<file path="src/rtl/vga_sprite_mixer_pkg.sv">
// vga_sprite_mixer_pkg: shared sprite attribute type and pixel widths.
package vga_sprite_mixer_pkg;
  localparam int RGB_W = 16;
  localparam int PAT_W = 2;
  localparam int COORD_W = 10;
  localparam logic [RGB_W-1:0] KEY_COLOR_DEF = 16'hF81F;
  typedef struct packed {
    logic [COORD_W-1:0] x;
    logic [COORD_W-1:0] y;
    logic [PAT_W-1:0]   pat;
    logic               vis;
  } sprite_attr_t;
endpackage

</file>
<file path="src/rtl/sprite_rom.sv">
// sprite_rom: combinational 4-pattern RGB565 sprite lookup indexed by (pat, dy, dx).
module sprite_rom
  import vga_sprite_mixer_pkg::*;
#(
  parameter int SPRITE_SIZE = 16,
  parameter logic [RGB_W-1:0] KEY_COLOR = KEY_COLOR_DEF,
  localparam int OW = $clog2(SPRITE_SIZE)
) (
  input  logic [PAT_W-1:0] pat,
  input  logic [OW-1:0]    dx,
  input  logic [OW-1:0]    dy,
  output logic [RGB_W-1:0] rgb
);
  // 0: solid blue, 1: red with transparent diagonal, 2: green/transparent checker, 3: gradient
  always_comb
    rgb = pat == 2'd0 ? 16'h001F :
          pat == 2'd1 ? (dx == dy ? KEY_COLOR : 16'hF800) :
          pat == 2'd2 ? ((dx[0] ^ dy[0]) ? KEY_COLOR : 16'h07E0) :
          16'h2000 | RGB_W'({dy, dx});
endmodule

</file>
<file path="src/rtl/vga_sprite_mixer.sv">
// vga_sprite_mixer: 2-stage sprite compositor over a solid/checkerboard background.
module vga_sprite_mixer
  import vga_sprite_mixer_pkg::*;
#(
  parameter int NUM_SPRITES = 4,
  parameter int SPRITE_SIZE = 16,
  parameter logic [RGB_W-1:0] KEY_COLOR = KEY_COLOR_DEF,
  parameter logic [RGB_W-1:0] BG_A = 16'h0000,
  parameter logic [RGB_W-1:0] BG_B = 16'hFFFF,
  localparam int SEL_W = NUM_SPRITES > 1 ? $clog2(NUM_SPRITES) : 1,
  localparam int OW = $clog2(SPRITE_SIZE)
) (
  input  logic               iVGA_CLK,
  input  logic               iReset,
  input  logic [9:0]         ivga_x,
  input  logic [9:0]         ivga_y,
  input  logic               iValid,
  input  logic               iFrame_start,
  input  logic               iColor_SW,
  input  logic               iWr_en,
  input  logic [SEL_W-1:0]   iWr_sel,
  input  logic [9:0]         iWr_x,
  input  logic [9:0]         iWr_y,
  input  logic [PAT_W-1:0]   iWr_pat,
  input  logic               iWr_vis,
  output logic [RGB_W-1:0]   oRGB,
  output logic               oValid,
  output logic               oCollision
);
  sprite_attr_t shadow [NUM_SPRITES];
  sprite_attr_t active [NUM_SPRITES];
  sprite_attr_t wr_attr;
  logic [NUM_SPRITES-1:0] wr_hit;
  always_comb begin
    wr_attr = '{x: iWr_x, y: iWr_y, pat: iWr_pat, vis: iWr_vis};
    for (int i = 0; i < NUM_SPRITES; i++) wr_hit[i] = iWr_en && iWr_sel == SEL_W'(i);
  end
  // a write coinciding with the frame pulse lands in the active set directly
  always_ff @(posedge iVGA_CLK)
    for (int i = 0; i < NUM_SPRITES; i++)
      if (iReset) begin
        shadow[i] <= '0;
        active[i] <= '0;
      end else begin
        if (wr_hit[i]) shadow[i] <= wr_attr;
        if (iFrame_start) active[i] <= wr_hit[i] ? wr_attr : shadow[i];
      end
  logic [9:0] ox [NUM_SPRITES];
  logic [9:0] oy [NUM_SPRITES];
  logic [NUM_SPRITES-1:0] hit;
  // x >= sx guarantees a non-negative offset, so no wrap past column 1023
  always_comb
    for (int i = 0; i < NUM_SPRITES; i++) begin
      ox[i] = ivga_x - active[i].x;
      oy[i] = ivga_y - active[i].y;
      hit[i] = active[i].vis && ivga_x >= active[i].x && ivga_y >= active[i].y &&
               ox[i] < 10'(SPRITE_SIZE) && oy[i] < 10'(SPRITE_SIZE);
    end
  logic                   s1_valid;
  logic [NUM_SPRITES-1:0] s1_hit;
  logic [RGB_W-1:0]       s1_bg;
  logic [OW-1:0]          s1_dx  [NUM_SPRITES];
  logic [OW-1:0]          s1_dy  [NUM_SPRITES];
  logic [PAT_W-1:0]       s1_pat [NUM_SPRITES];
  always_ff @(posedge iVGA_CLK)
    if (iReset) begin
      s1_valid <= 1'b0;
      s1_hit <= '0;
      s1_bg <= '0;
    end else begin
      s1_valid <= iValid;
      s1_hit <= hit;
      s1_bg <= (iColor_SW && (ivga_x[4] ^ ivga_y[4])) ? BG_B : BG_A;
    end
  always_ff @(posedge iVGA_CLK)
    for (int i = 0; i < NUM_SPRITES; i++) begin
      s1_dx[i] <= ox[i][OW-1:0];
      s1_dy[i] <= oy[i][OW-1:0];
      s1_pat[i] <= active[i].pat;
    end
  logic [RGB_W-1:0]       rom [NUM_SPRITES];
  logic [NUM_SPRITES-1:0] opaque;
  for (genvar g = 0; g < NUM_SPRITES; g++) begin : g_rom
    sprite_rom #(.SPRITE_SIZE(SPRITE_SIZE), .KEY_COLOR(KEY_COLOR)) u_rom (
      .pat(s1_pat[g]),
      .dx (s1_dx[g]),
      .dy (s1_dy[g]),
      .rgb(rom[g])
    );
    assign opaque[g] = s1_hit[g] && rom[g] != KEY_COLOR;
  end
  logic [RGB_W-1:0] pix;
  logic seen, multi, coll_now, coll_flag;
  always_comb begin
    pix = s1_bg;
    seen = 1'b0;
    multi = 1'b0;
    for (int i = NUM_SPRITES - 1; i >= 0; i--) begin
      pix = opaque[i] ? rom[i] : pix;
      multi = multi | (seen & opaque[i]);
      seen = seen | opaque[i];
    end
    coll_now = s1_valid && multi;
  end
  always_ff @(posedge iVGA_CLK)
    if (iReset) begin
      oRGB <= '0;
      oValid <= 1'b0;
      oCollision <= 1'b0;
      coll_flag <= 1'b0;
    end else begin
      oRGB <= s1_valid ? pix : '0;
      oValid <= s1_valid;
      oCollision <= iFrame_start ? (coll_flag || coll_now) : oCollision;
      coll_flag <= !iFrame_start && (coll_flag || coll_now);
    end
endmodule

</file>
<file path="config.mk">
export PLATFORM = sky130hd
export DESIGN_NAME = vga_sprite_mixer
export DESIGN_NICKNAME = d
export VERILOG_FILES = /design/src/rtl/vga_sprite_mixer_pkg.sv /design/src/rtl/sprite_rom.sv /design/src/rtl/vga_sprite_mixer.sv
export SDC_FILE = /design/constraint.sdc
export NUM_CORES = 1
export LEC_CHECK = 0
export ABC_AREA = 1
export BUFFER_PORTS_ARGS = -buffer_cell sky130_fd_sc_hd__buf_2
export CAP_MARGIN = 20
export CORE_ASPECT_RATIO = 1.1
export CORE_MARGIN = 2
export CORE_UTILIZATION = 58
export CTS_BUF_LIST = sky130_fd_sc_hd__clkbuf_8
export DETAILED_ROUTE_END_ITERATION = 10
export PLACE_DENSITY = 0.86
export SLEW_MARGIN = 20
export SYNTH_ARGS = -nofsm -noshare
export SYNTH_HDL_FRONTEND = slang
export SYNTH_SLANG_ARGS = --single-unit
export TNS_END_PERCENT = 50
</file>
<file path="constraint.sdc">
create_clock -name iVGA_CLK -period 3 [get_ports iVGA_CLK]
set_clock_uncertainty 0.1 [all_clocks]
set_input_delay 0.3 -clock iVGA_CLK [delete_from_list [all_inputs] [get_ports iVGA_CLK]]
set_output_delay 0.3 -clock iVGA_CLK [all_outputs]
set_load 0.005 [all_outputs]
</file>
# Yosys cells after proc, flatten, opt, wreduce, memory -nomap -nowiden
# Memory sizes are Yosys's and may differ from the RTL's.
# Index checks and enable logic that the tools add are counted.
# W data, S select, Z words.
[classes]
n_addsub = 8
n_lt_le_gt_ge = 16
n_eq_ne = 19
muxes = 54
bitwise_logic = 21
reduce_logical = 35
[op_table]
columns = ["operator", "count"]
rows = [
  ["$mux W16", 21],
  ["$mux W23", 12],
  ["$ge A10 B10 Y1", 8],
  ["$lt A10 B5 Y1 const B", 8],
  ["$sub A10 B10 Y10", 8],
  ["$ne A16 B16 Y1 const B", 4],
  ["$logic_and A1 B1 Y1", 27],
  ["$mux W5", 4],
  ["$mux W1", 17],
  ["$eq A4 B4 Y1", 4],
  ["$eq A2 B2 Y1 const B", 6],
  ["$or A1 B1 Y1", 12],
  ["$eq A2 B1 Y1 const B", 5],
  ["$logic_not A2 Y1", 5],
  ["$xor A1 B1 Y1", 5],
  ["$and A1 B1 Y1", 3],
  ["$reduce_or A2 Y1", 1],
  ["$logic_not A1 Y1", 1],
  ["$logic_or A1 B1 Y1", 1],
  ["$not A1 Y1", 1],
]
[word_totals]
register_bits = 40
ramBits = 224
input_bits = 51
output_inout_bits = 18
word_cells = 165
memories = 5
[memory_table]
columns = ["memory", "words", "width", "rd", "rd_clocked_by_memory_dff", "wr", "line", "text"]
rows = [
  ["active", 4, 23, 4, 0, 4, "vga_sprite_mixer.sv:31", "sprite_attr_t active [NUM_SPRITES];"],
  ["shadow", 4, 23, 4, 0, 4, "vga_sprite_mixer.sv:30", "sprite_attr_t shadow [NUM_SPRITES];"],
  ["s1_dx", 4, 4, 4, 0, 4, "vga_sprite_mixer.sv:62", "logic [OW-1:0] s1_dx [NUM_SPRITES];"],
  ["s1_dy", 4, 4, 4, 0, 4, "vga_sprite_mixer.sv:63", "logic [OW-1:0] s1_dy [NUM_SPRITES];"],
  ["s1_pat", 4, 2, 4, 0, 4, "vga_sprite_mixer.sv:64", "logic [PAT_W-1:0] s1_pat [NUM_SPRITES];"],
]

# Longest topological paths before layout
# An unclocked memory read counts as a cell.
[depth]
ltp_word = 15
ltp_mapped = 16
depth_no_buf = 16

# Modules after synthesis
# Synthesis repeated with hierarchy kept, for this count alone.
[hier_totals]
hier_cells = 2107
area_unflattened_um2 = 15746.4
[modules_own_cells]
columns = ["mod", "n_inst", "cells_each", "area_each_um2", "seq_area_each_um2"]
rows = [
  ["vga_sprite_mixer", 1, 1879, 14560.2, 6826.5],
  ["sprite_rom", 4, 57, 296.5, 0.0],
]

# Least setup slack after synthesis
# Ideal clock, no wire load.
[synth_timing]
path_type = "input port to flip-flop"
from = "input port iReset"
to = "memory active[0][0] in the netlist's numbering (enable)"
setup_time_ns = 0.878
arrival_time_ns = 2.288
required_ns = 2.022
setup_slack_ns = -0.266
stages = 3
path_buffers = 1
path_cell_list = "inv_1 -> clkbuf_1 -> nand2_1"
[synth_rtl]
columns = ["element", "line", "text"]
rows = [
  ["from (decl)", "vga_sprite_mixer.sv:14", "input logic iReset,"],
  ["to (decl)", "vga_sprite_mixer.sv:31", ""],
]

==> metrics.txt <==
run status complete, no violations; Nets 1924; count leader, synth nand2_1; deepest clock path buffer count 3; Slew Viols, Final 0; WHS Endpoint oCollision; synth top area cells edfxtp_1, nand2_1, dfxtp_1; antenna violations before repair 0; clock latency at the later pin of the worst-skew pair 0.55 ns; top cell type's share of synthesized area 39.3%; GPL Wtd Cong 0.981; RR Endpoint s1_hit[1]; Avg Synthesized Cell Area 8.26 um2; pre-CTS WS 0.510 ns; die height 167 um; vias in the first global route 11600; worst path cell trace ha_1 > inv_1 > fa_1 > nand3_1 > nand3_1 > nand2_1 > nand3b_1 > nand2_1 > nand2_1 > nor2_1 > nand4_1 > nor2_1 > nand3_1 > nor2_1; # resized after CTS 0; final hold viol count 0; Die ar. 25500 um2; fillers 1916; YS warnings 0; Yosys cell types 41; FFs w/ async S/R, synth 0%; initial DRC count 1252; largest net degree at the start of global routing 75; DRC errors left 0; R2R cell count 14; number of port buffers 68; reg-to-reg critical path startpoint active[1][3]; RSZ-0062 raised after global routing no; CTS tree built; detailed-placement wirelength estimate 28.3 mm; DR WL/cell 18.0 um; Setup TNS 0 ns; total global routing overflow 0; Antenna Nets Post-Route 0; worst endpoint data arrival time 2.61 ns; Yosys top cell by area edfxtp_1; Pre-Repair DR Iteration Count 6; Max FO, Critical Path 4; Area growth syn-to-layout 10.7%; global-route wire length before repair 59.6 mm; Tmin final 2.23 ns; Final Cycle Share 74.4%; slew margin rel. 33.2%; sequential area share after synthesis 47.8%; Buf/Inv on CP 1; Synthesized Nets 1841; initial core utilization 59.1%; overall routed net length 38.1 mm; HP Class in -> reg; flip-flop and latch count after synthesis 244; worst vdd ir 395 uV; Pwr per Cell Area 565 nW/um2; delay-heaviest family, CP simple AND/OR/NAND/NOR gates; Setup crit end kind flip-flop; cell count along the critical path 14; Reg clk slew, reported paths 0.06 ns; Hold Startpoint iFrame_start; Worst Path Required 3.38 ns; setup bufs post-CTS 0; Top FF cell, synth edfxtp_1; site row count 59; hold depth 4; flop-to-flop setup slack 0.77 ns; Fmax 448 MHz; diode count 0; CP Launch Type flip-flop; Synth top cells by count nand2_1, inv_1, nor2_1; # clock sinks 244; setup violators final 0; Core Footprint 23800 um2; # IOs 69; DR vias/cell 5.74; ratio of cells with drive above 1 in the final layout 9.55%; CTS root buffer clkbuf_8; CTS Buf Count 39; Die Wd 152 um; Post-synth EDFFs 184; Cells after Synth 1702; Leak 7.32 nW; critical path type reg -> reg; critical path's slowest cell fa_1; Vias 12200; Tot GR Track Use 29.6%; H-Tree Depth 2; worst slew pin tran 0.999 ns; PnR worst setup slack 0.768 ns; synthesized area 14100 um2; Max Cap Viol 0; Hold Buf Count CTS 3; CP peak stage delay 0.44 ns
where the power goes:
group / switching (W) / internal [W] / total (W)
Sequential: 0.000161 / 0.00393 / 0.00410
Clock: 0.00131 / 0.00164 / 0.00295
Combinational: 0.00117 / 0.000579 / 0.00175
Total: 0.00264 / 0.00615 / 0.00880
area by class of cell:
class                      instances  area (um2)  share of cell area, %
sequential                       244        6730                   43.2
multi-input combinational       1145        6140                   39.5
clock buffer                      42         578                   3.71
tap                              305         382                   2.45
inverter                         268        1010                   6.47
timing repair buffer              87         515                   3.31
clock inverter                    26         218                   1.40
worst max-delay path by stage:
stage                       startpoint           end  slack [ns]
after global routing      active[1][3]     s1_hit[1]        0.54
after floorplan                 iReset  active[0][0]        0.66
after global placement       ivga_y[0]     s1_hit[1]        0.63
after detailed placement     ivga_y[0]     s1_hit[1]        0.51
after CTS                 active[1][3]     s1_hit[1]        0.77
final                     active[1][3]     s1_hit[1]        0.77
per-stage QoR:
stage / instance area [um2] / utilization [%] / std cells / hold WS (ns) / total power (W)
detailed placement: 14700 / 62.0 / 2046 / 0.290 / 0.00585
CTS: 15600 / 65.5 / 2117 / 0.00187 / 0.00877
finish: 15600 / 65.5 / 2117 / 0.0125 / 0.00880
global route: 15600 / 65.5 / 2117 / 0.0258 / 0.00916
global placement: 14700 / 62.0 / 2046 / 0.291 / 0.00579
floorplan: 14100 / - / 1702 / 0.223 / 0.00529
registers in the layout, indices dropped and copies added (netlist names), 4 cells and up:
name and count:
oRGB 11, shadow 92, s1_dx 16, active 92
s1_hit 4, s1_pat 8, s1_dy 16
worst min-delay path, cell delays in order:
cell and delay, ns:
buf_2 0.08, inv_1 0.10, nand3_1 0.09, nand2_1 0.05
per-layer routing:
| layer | track usage (%) | part of all wire, % | vias to the layer above |
|---|---|---|---|
| met5 | 0 | 0 | - |
| met4 | 13.8 | 5.0 | 0 |
| met3 | 4.37 | 8.9 | 152 |
| met2 | 52.3 | 49 | 689 |
| met1 | 36.0 | 37 | 5557 |
| li1 | - | - | 5764 |
cell usage in the layout (no fill, tap or decap), types with 2 or more instances in the layout:
master,instances
bufinv_16,4
nor2_4,4
nand2b_1,2
a21o_1,4
xnor2_1,11
clkinv_1,6
inv_2,11
nor2_2,6
buf_2,68
fa_1,8
clkinv_2,3
nand3_1,86
edfxtp_1,184
buf_4,14
clkbuf_8,42
inv_1,267
dfxtp_1,60
a21oi_1,169
nand2_2,7
o21a_1,4
ha_1,80
a21boi_0,4
xor2_1,28
buf_12,2
nand4_1,32
nor2_1,193
nand3b_1,7
o21bai_1,12
nand2_4,5
o21ai_1,7
o21ai_0,108
clkinvlp_4,2
nand2_1,354
o211ai_1,6
dlygate4sd3_1,3
cell families (layout without fill, tap and decap cells):
family                     Yosys count  after routing  synth area share [%]
buffers and inverters              313            423                  8.61
xor gates and xnor gates            39             39                  2.43
DFF                                244            244                  47.8
AOI/OAI and AO/OA                  317            317                  11.9
adders and majority gates           88             88                  8.26
and+or+nand+nor                    701            701                  21.0
Power figures use the tool's default switching activity.
